===== config.mk =====
export PLATFORM = sky130hd
export DESIGN_NAME = fetch_stall_ctrl
export DESIGN_NICKNAME = d
export VERILOG_FILES = /design/src/rtl/fetch_stall_ctrl_pkg.sv /design/src/rtl/fetch_stall_ctrl_sat_counter.sv /design/src/rtl/fetch_stall_ctrl.sv
export SDC_FILE = /design/constraint.sdc
export NUM_CORES = 1
export LEC_CHECK = 0
export BUFFER_PORTS_ARGS = -buffer_cell sky130_fd_sc_hd__buf_2
export CAP_MARGIN = 20
export CORE_ASPECT_RATIO = 0.5
export CORE_MARGIN = 2
export CORE_UTILIZATION = 60
export CTS_CLUSTER_SIZE = 8
export DETAILED_ROUTE_END_ITERATION = 6
export PLACE_DENSITY = 0.93
export SYNTH_ARGS = -nofsm -noshare
export SYNTH_HDL_FRONTEND = slang
export SYNTH_SLANG_ARGS = --single-unit

===== constraint.sdc =====
create_clock -name clk -period 5.1 [get_ports clk]
set_input_delay 0.765 -clock clk [delete_from_list [all_inputs] [get_ports clk]]
set_output_delay 0.765 -clock clk [all_outputs]
set_load 0.05 [all_outputs]

===== src/rtl/fetch_stall_ctrl_pkg.sv =====
// ---------------------------------------------------------------------------
// fetch_stall_ctrl_pkg
// Shared definitions for the instruction-fetch stall/redirect controller:
//   - fetch_state_e    : controller state (RUN / DROP / HOLD)
//   - NOP_INSTR        : instruction word held in IF/ID after reset
//   - DEFAULT_RESET_PC : default fetch address after reset
//   - CNT_W            : width of the stall/flush event counters
//   - pc_incr()        : sequential next-PC helper (wraps modulo 2^32)
// ---------------------------------------------------------------------------
package fetch_stall_ctrl_pkg;

   typedef enum logic [1:0] {
      ST_RUN  = 2'd0,   // normal fetching
      ST_DROP = 2'd1,   // redirect seen while a request was in flight
      ST_HOLD = 2'd2    // instruction parked in the skid buffer during a stall
   } fetch_state_e;

   localparam logic [31:0] NOP_INSTR        = 32'h0000_0013;
   localparam logic [31:0] DEFAULT_RESET_PC = 32'h0000_0000;
   localparam logic [31:0] PC_STEP          = 32'h0000_0004;
   localparam int unsigned CNT_W            = 16;

   // Sequential next fetch address; natural 32-bit wrap.
   function automatic logic [31:0] pc_incr(input logic [31:0] pc);
      return pc + PC_STEP;
   endfunction

endpackage


===== src/rtl/fetch_stall_ctrl_sat_counter.sv =====
// ---------------------------------------------------------------------------
// sat_counter
// Event counter that increments once per cycle while inc=1 and sticks at
// its all-ones value instead of wrapping.
// Ports:
//   clk   in  1      rising-edge clock
//   rst_n in  1      synchronous active-low reset (clears the count)
//   inc   in  1      count this cycle
//   count out WIDTH  current count (registered)
// ---------------------------------------------------------------------------
module sat_counter #(
   parameter int unsigned WIDTH = 16
) (
   input  logic             clk,
   input  logic             rst_n,
   input  logic             inc,
   output logic [WIDTH-1:0] count
);

   localparam logic [WIDTH-1:0] CNT_MAX = {WIDTH{1'b1}};
   localparam logic [WIDTH-1:0] CNT_ONE = {{(WIDTH-1){1'b0}}, 1'b1};

   logic [WIDTH-1:0] count_r;

   // Count register: clear on reset, step on inc until saturated.
   always_ff @(posedge clk) begin
      if (!rst_n) begin
         count_r <= {WIDTH{1'b0}};
      end else if (inc && (count_r != CNT_MAX)) begin
         count_r <= count_r + CNT_ONE;
      end else begin
         count_r <= count_r;
      end
   end

   assign count = count_r;

endmodule


===== src/rtl/fetch_stall_ctrl.sv =====
// ---------------------------------------------------------------------------
// fetch_stall_ctrl
// Instruction-fetch front end that reacts to pipeline hazards:
//   is_stall[1] redirects fetch to pc_branch (priority), is_stall[0] freezes
//   IF/ID for a load-use stall. A request that is still waiting for
//   imem_ready is never withdrawn or altered; a redirect arriving during such
//   a wait is remembered (DROP) and applied once the stale word returns, and
//   a word returning during a stall is parked in a skid buffer (HOLD).
// Ports:
//   clk          in  1   rising-edge clock
//   rst_n        in  1   synchronous active-low reset
//   is_stall     in  2   [1] redirect, [0] load-use stall
//   pc_branch    in  32  redirect target
//   imem_req     out 1   fetch request
//   imem_addr    out 32  fetch address (the pc register)
//   imem_ready   in  1   request accepted this cycle
//   imem_rdata   in  32  instruction word, valid when accepted
//   if_id_pc     out 32  IF/ID PC
//   if_id_instr  out 32  IF/ID instruction
//   if_id_valid  out 1   IF/ID holds a real instruction
//   id_ex_flush  out 1   bubble into ID/EX this cycle (combinational)
//   stall_cnt    out 16  saturating load-stall cycle count
//   flush_cnt    out 16  saturating redirect cycle count
// ---------------------------------------------------------------------------
module fetch_stall_ctrl
   import fetch_stall_ctrl_pkg::*;
#(
   parameter logic [31:0] RESET_PC = DEFAULT_RESET_PC
) (
   input  logic             clk,
   input  logic             rst_n,
   input  logic [1:0]       is_stall,
   input  logic [31:0]      pc_branch,
   output logic             imem_req,
   output logic [31:0]      imem_addr,
   input  logic             imem_ready,
   input  logic [31:0]      imem_rdata,
   output logic [31:0]      if_id_pc,
   output logic [31:0]      if_id_instr,
   output logic             if_id_valid,
   output logic             id_ex_flush,
   output logic [CNT_W-1:0] stall_cnt,
   output logic [CNT_W-1:0] flush_cnt
);

   fetch_state_e state_r, state_n;
   logic [31:0]  pc_r, pc_n;
   logic [31:0]  if_id_pc_r, if_id_pc_n;
   logic [31:0]  if_id_instr_r, if_id_instr_n;
   logic         if_id_valid_r, if_id_valid_n;
   logic [31:0]  skid_pc_r, skid_pc_n;
   logic [31:0]  skid_instr_r, skid_instr_n;
   logic [31:0]  target_r, target_n;
   logic         pending_r;
   logic         imem_req_s;
   logic         accepted_s;
   logic         stall_only_s;

   assign stall_only_s = (is_stall == 2'b01);

   // Fetch request per state; a pending request is always kept alive.
   always_comb begin
      imem_req_s = 1'b0;
      case (state_r)
         ST_RUN:  imem_req_s = !(stall_only_s && !pending_r);
         ST_DROP: imem_req_s = 1'b1;
         ST_HOLD: imem_req_s = 1'b0;
         default: imem_req_s = 1'b0;
      endcase
   end

   assign imem_req    = imem_req_s & rst_n;
   assign accepted_s  = imem_req & imem_ready;
   assign imem_addr   = pc_r;
   assign id_ex_flush = |is_stall;

   // Next-state and datapath update for IF/ID, pc, skid and redirect target.
   always_comb begin
      state_n       = state_r;
      pc_n          = pc_r;
      if_id_pc_n    = if_id_pc_r;
      if_id_instr_n = if_id_instr_r;
      if_id_valid_n = if_id_valid_r;
      skid_pc_n     = skid_pc_r;
      skid_instr_n  = skid_instr_r;
      target_n      = target_r;
      case (state_r)
         ST_RUN: begin
            if (is_stall[1]) begin
               if_id_valid_n = 1'b0;
               if (accepted_s || !imem_req_s) begin
                  pc_n = pc_branch;
               end else begin
                  // Request still in flight: wait for it, then redirect.
                  target_n = pc_branch;
                  state_n  = ST_DROP;
               end
            end else if (is_stall[0]) begin
               if (accepted_s) begin
                  // Only a pending request can be accepted here; park it.
                  skid_pc_n    = pc_r;
                  skid_instr_n = imem_rdata;
                  pc_n         = pc_incr(pc_r);
                  state_n      = ST_HOLD;
               end else begin
                  state_n = ST_RUN;
               end
            end else begin
               if (accepted_s) begin
                  if_id_pc_n    = pc_r;
                  if_id_instr_n = imem_rdata;
                  if_id_valid_n = 1'b1;
                  pc_n          = pc_incr(pc_r);
               end else begin
                  if_id_valid_n = 1'b0;
               end
            end
         end
         ST_DROP: begin
            if_id_valid_n = 1'b0;
            if (is_stall[1]) begin
               target_n = pc_branch;
            end else begin
               target_n = target_r;
            end
            if (accepted_s) begin
               // Stale word is dropped; the newest redirect target wins.
               pc_n    = is_stall[1] ? pc_branch : target_r;
               state_n = ST_RUN;
            end else begin
               state_n = ST_DROP;
            end
         end
         ST_HOLD: begin
            if (is_stall[1]) begin
               if_id_valid_n = 1'b0;
               pc_n          = pc_branch;
               state_n       = ST_RUN;
            end else if (is_stall[0]) begin
               state_n = ST_HOLD;
            end else begin
               if_id_pc_n    = skid_pc_r;
               if_id_instr_n = skid_instr_r;
               if_id_valid_n = 1'b1;
               state_n       = ST_RUN;
            end
         end
         default: begin
            if_id_valid_n = 1'b0;
            state_n       = ST_RUN;
         end
      endcase
   end

   // State and datapath registers with synchronous reset.
   always_ff @(posedge clk) begin
      if (!rst_n) begin
         state_r       <= ST_RUN;
         pc_r          <= RESET_PC;
         if_id_pc_r    <= 32'h0000_0000;
         if_id_instr_r <= NOP_INSTR;
         if_id_valid_r <= 1'b0;
         skid_pc_r     <= 32'h0000_0000;
         skid_instr_r  <= 32'h0000_0000;
         target_r      <= 32'h0000_0000;
         pending_r     <= 1'b0;
      end else begin
         state_r       <= state_n;
         pc_r          <= pc_n;
         if_id_pc_r    <= if_id_pc_n;
         if_id_instr_r <= if_id_instr_n;
         if_id_valid_r <= if_id_valid_n;
         skid_pc_r     <= skid_pc_n;
         skid_instr_r  <= skid_instr_n;
         target_r      <= target_n;
         pending_r     <= imem_req & ~imem_ready;
      end
   end

   assign if_id_pc    = if_id_pc_r;
   assign if_id_instr = if_id_instr_r;
   assign if_id_valid = if_id_valid_r;

   sat_counter #(.WIDTH(CNT_W)) u_stall_cnt (
      .clk   (clk),
      .rst_n (rst_n),
      .inc   (stall_only_s),
      .count (stall_cnt)
   );

   sat_counter #(.WIDTH(CNT_W)) u_flush_cnt (
      .clk   (clk),
      .rst_n (rst_n),
      .inc   (is_stall[1]),
      .count (flush_cnt)
   );

endmodule


Word level (Yosys, flattened, before mapping)

Index checks and enable logic that the tools add are counted.

Bits in registers: 228
Word-level logic and storage cells: 94
Bits of input ports: 69
Output and inout bits: 131

$add $sub $neg: 3
Reductions and logical operators: 18
Bitwise logic cells: 5
Multiplexer cells: 37
Eq/ne operators: 20

Operator list:

| cell                                                             | count |
|---|---|
| 32-bit two-way mux                                               | 18 |
| 32-bit one-hot mux with 2 select lines                           | 3 |
| 32-bit one-hot mux with 3 select lines                           | 1 |
| 16-bit by 1-bit adder with 16-bit output (second input constant) | 2 |
| 32-bit by 3-bit adder with 32-bit output (second input constant) | 1 |
| 16-bit != test (second input constant)                           | 2 |
| 2-bit != test (second input constant)                            | 9 |
| 3-bit != test (second input constant)                            | 6 |
| 2-bit two-way mux                                                | 6 |
| 1-bit two-way mux                                                | 6 |
| 2-bit one-hot mux with 3 select lines                            | 1 |
| 6-bit AND reduction                                              | 1 |
| 5-bit AND reduction                                              | 1 |
| 2-bit by 1-bit == test with 1-bit output (second input constant) | 2 |
| 1-bit one-hot mux with 2 select lines                            | 2 |
| 2-bit AND reduction                                              | 2 |
| 4-bit AND reduction                                              | 1 |
| 2-bit nonzero test                                               | 2 |
| 1-bit AND                                                        | 3 |
| 1-bit logical AND                                                | 3 |
| 1-bit zero test                                                  | 3 |
| 3-bit AND reduction                                              | 1 |
| 3-bit nonzero test                                               | 1 |
| 2-bit == test (second input constant)                            | 1 |
| 4 further kinds                                                  | 5 |

Depth between registers and ports, before layout

Depth after elaboration: 10
Gate-level depth with buffers: 11
Depth with buffers taken out: 7

Modules after synthesis

From an unflattened synthesis, not the netlist that was laid out.

Cells, all modules: 1289
Area, all modules: 10612.7 um2

By module, submodules not included:

| module           | area an instance (um2) | cells an instance | instances | sequential area each (um2) |
|---|---|---|---|---|
| fetch_stall_ctrl | 8938.6                 | 1095              | 1         | 3923.8 |
| sat_counter      | 837.1                  | 97                | 2         | 320.3 |

Worst setup path before layout

OpenSTA, ideal clock, no wires.

Path kind: input to output
Start point: input port rst_n
End point: output port imem_req
Setup slack: 2255 ps
Data arrival time: 2080 ps
Data required time: 4335 ps
Buffers on the path: 3
Stages: 5
Cell sequence: buf_2 inv_1 clkbuf_1 clkbuf_1 nor2_1

Word-level cells in the longest chain between the ends: 1

Ends and longest elaborated chain:

| element     | line                   | source |
|---|---|---|
| from (decl) | fetch_stall_ctrl.sv:31 | `input logic rst_n,` |
| 1-bit AND   | fetch_stall_ctrl.sv:72 | `assign imem_req = imem_req_s & rst_n;` |
| to (decl)   | fetch_stall_ctrl.sv:34 | `output logic imem_req,` |

Every way passes these cells.

Worst setup path after layout

Start point: register state_r[1]
End point: register if_id_instr_r[14] (netlist: if_id_instr[14])

Word-level cells in the longest chain between the ends: 6
Elaborated cells between the ends (all ways): 14
Those cells by class: 7 x eq/ne; 2 x mux; 2 x bitwise; 3 x reduce/logical

Ends and longest elaborated chain:

| element                                                                            | line                                           | source |
|---|---|---|
| from (decl)                                                                        | fetch_stall_ctrl.sv:46                         | `fetch_state_e state_r, state_n;` |
| from (signal assigned)                                                             | fetch_stall_ctrl.sv:168                        | `state_r <= state_n;` |
| 2-bit by 1-bit == test with 1-bit output / 2-bit zero test (equally long branches) | fetch_stall_ctrl.sv:64, fetch_stall_ctrl.sv:87 |  |
| 1-bit one-hot mux with 2 select lines                                              | fetch_stall_ctrl.sv:64                         | `case (state_r)` |
| 1-bit AND                                                                          | fetch_stall_ctrl.sv:72                         |  |
| 1-bit AND                                                                          | fetch_stall_ctrl.sv:73                         | `assign accepted_s = imem_req & imem_ready;` |
| 2-bit != test (no line)                                                            | -                                              |  |
| 6-bit AND reduction (no line)                                                      | -                                              |  |
| to (signal assigned)                                                               | fetch_stall_ctrl.sv:171                        | `if_id_instr_r <= if_id_instr_n;` |
| to (decl)                                                                          | fetch_stall_ctrl.sv:49                         | `logic [31:0] if_id_instr_r, if_id_instr_n;` |

Several ways; a longest one is shown, not always the timed one.
A chain may end at the register's enable or synchronous reset.

==> results by group <==
Clocking
  – Clk buf depth: 3
  – TritonCTS clock tree: built
  – Clock-pin slew on the worst setup and hold paths: 0.05 ns
  – Setup Buffers After CTS: 0
  – Htree depth: 2
  – Clock Sinks: between 200 and 250
  – Worst-Skew Late Latency: approximately 0.5 ns
  – Cts bufs inserted: 34
  – Clk root buf: clkbuf_16
  – Cts repair resizes: 0
  – CTS hold repair buffers: 0

STA
  – Measured slew at the worst slew-check pin: between 1 and 1.5 ns
  – Hold_ws: 0.452 ns
  – Slew Limit Fails: 0
  – Setup TNS: 0 ns
  – Final setup viols: 0
  – Max_slew headroom: 28.4%
  – Fmax: between 200 and 300 MHz
  – Period utilization: around 67%
  – Tmin final: 3.39 ns
  – Setup Skew: between 0.02 and 0.025 ns
  – RSZ-0062 raised after global routing: no
  – Final hold vios: 0

Setup path
  – Crit path top cell by count: nor2_1
  – RR Startpoint: state_r[1]
  – Top delay family on crit path: compound AO/OA/AOI/OAI gates
  – CP Max Fanout: 93
  – Crit path largest cell delay: between 0.8 and 0.9 ns
  – Critical Path RT: 5.48 ns
  – Buf/Inv on CP: 2
  – Critical Path Source Type: flop
  – Critical path class: flop to flop
  – Crit-path cells: inv_1, ha_1, nor4b_4, nor2_1, o21a_4, buf_4, nor2_1, a211oi_1
  – Slowest CP cell: o21a_4
  – Worst setup startpoint: state_r[1]
  – Setup crit end kind: flop
  – Data arrival, critical path: between 3 and 4 ns

Cells and area
  – Layout area overhead: 17.8%
  – Ant. Diodes: 0
  – Layout cells sized above 1: around a fifth
  – Core Util, Final: 71.8%
  – Layout Nets: 1496

Synthesis
  – Ys flop type: dfxtp_1
  – Post-synth EDFFs: 0
  – Post-Syn Instances: about 1300
  – Synthesized flop and latch total: roughly 230
  – Synth top area cells: dfxtp_1 43%, nand2_1 9.1%, a21oi_1 7.7%
  – Post-synthesis sequential area ratio: a little over two fifths
  – Area share of the largest cell type after synthesis: approximately 43%
  – Syn nets: 1350
  – Post-synth top cells: 256 x nand2_1, 228 x dfxtp_1, 162 x a21oi_1
  – Yosys warns: 0
  – Synth Cell Area: between 10000 and 15000 um2
  – Async SR Flop Fraction: 0%
  – Cell variety after synth: 71
  – Most frequent cell after synthesis: nand2_1
  – Area leader, netlist: dfxtp_1
  – Average size of a mapped cell: 8.26 um2

Global routing
  – Total gr overflow: 0
  – Initial antenna violation count: 1
  – Largest net degree at the start of global routing: 106
  – First-pass GRT wire length: 47.8 mm
  – Vias in the first global route: ~9600
  – Gr usage total: a little under a third

Die
  – Core ar.: 17300 um2
  – Starting density of the core: between 60 and 70%
  – Die width: between 150 and 200 um
  – FP Rows: 34
  – DIE AREA: approximately 19000 um2
  – Die Ht: between 90 and 100 um
  – Ports: 200

Detailed routing
  – Vias per Instance: about 6.2
  – 1st-iter DRT viols: approximately 1000
  – Wire length per cell: about 18 um
  – DR vias: about 10000
  – Final WL: between 30 and 40 mm
  – Drt drc: 2
  – DRT antenna net count: 0
  – Drt first pass iters: 7

Run
  – Max capacitance violation total: 0

Min path
  – Hold WC Path Type: flop to flop
  – Hold path startpoint: skid_pc_r[9]

Status
  – Status: finished with violations
  – Failing checks: DRC

Place
  – Detailed Place HPWL: 19.9 mm
  – Gp weighted congestion: 0.953
  – # port buffers: around 200

Power
  – P per Cell Area: ~370 nW/um2
  – Maximum vdd drop: around 0.23 mV
  – Pleak: ~4.7 nW
  – Final Total Pwr: 4.65 mW
## cell type report
cell class / count / area (um2)
fillers: 1293 / 4870
well taps: 234 / 293
clock inverters: 2 / 38.8
clock buffers: 35 / 876
multi-input cells: 928 / 5430
flip-flops and latches: 228 / 4560
repair buffers: 215 / 1150
inverters: 13 / 53.8
## cell usage in the layout (no fill, tap or decap), drive strengths merged, types with 5 or more instances in the layout
cell type | netlist | final
nand2 | 256 | 256
dfxtp | 228 | 228
buf | 37 | 214
a21oi | 162 | 162
nor2 | 119 | 119
a211oi | 66 | 66
mux2i | 65 | 65
clkbuf | 68 | 36
xnor2 | 23 | 23
nor3 | 22 | 22
nand3 | 21 | 21
o21ai | 20 | 20
nand4 | 18 | 18
inv | 13 | 14
o211ai | 10 | 10
and3 | 9 | 9
and4 | 9 | 9
or3 | 8 | 8
o211a | 7 | 7
o221a | 7 | 7
a221oi | 7 | 7
ha | 7 | 7
a22oi | 6 | 6
xor2 | 5 | 5
a21o | 5 | 5
a41oi | 5 | 5
o21a | 5 | 5
a2111oi | 5 | 5
## path summary, 6_finish.rpt
check / to / slack (ns) / depth (start not counted)
worst max-delay path: if_id_instr[14] / 1.71 / 8
worst min-delay path: skid_pc_r[9] / 0.45 / 2
worst min register to register: skid_pc_r[9] / 0.45 / 2
worst max register to register: if_id_instr[14] / 1.71 / 8
## routing by layer
metal	track usage (%)	wire length, um	part of all wire, %	vias to the layer above
met5	0	11	0.037	-
met4	11.8	868	2.9	2
met3	7.26	3200	11	97
met2	49.2	13500	45	598
met1	41.5	12500	42	4799
li1	-	-	-	4800
## registers in the layout (all words and copies together) (netlist names)
| name | count |
|---|---|
| if_id_instr | 32 |
| if_id_pc | 32 |
| imem_addr | 32 |
| skid_instr_r | 32 |
| skid_pc_r | 32 |
| target_r | 32 |
| u_flush_cnt.count | 16 |
| u_stall_cnt.count | 16 |
| state_r | 2 |
| if_id_valid | 1 |
| pending_r | 1 |
## kinds of logic after synthesis
logic type,count (synthesis),synth area share (%)
flops,228,43.4
compound gates,338,21.0
buf+inv,118,5.34
mux,66,6.29
fa+ha+maj,7,0.832
simple gates,489,20.9
xor+xnor,28,2.33
## power breakdown
part | switching (mW) | internal (mW)
clock | 0.751 | 1.25
sequential | 0.0964 | 1.86
combinational | 0.487 | 0.198
## per-stage QoR
stage	area, um2	std cells	setup slack [ns]
after floorplan	10500	1274	2.26
after global placement	11500	1616	1.96
after detailed placement	11500	1616	1.85
after CTS	12400	1653	1.79
after global routing	12400	1655	1.46
final	12400	1655	1.71
## worst register-to-register path: stages (launching register included)
cell	delay (ns)
dfxtp_1	0.35
inv_1	0.12
ha_1	0.69
nor4b_4	0.14
nor2_1	0.39
o21a_4	0.84
buf_4	0.43
nor2_1	0.07
a211oi_1	0.25
Note: power is estimated with default switching activity, not from simulation.
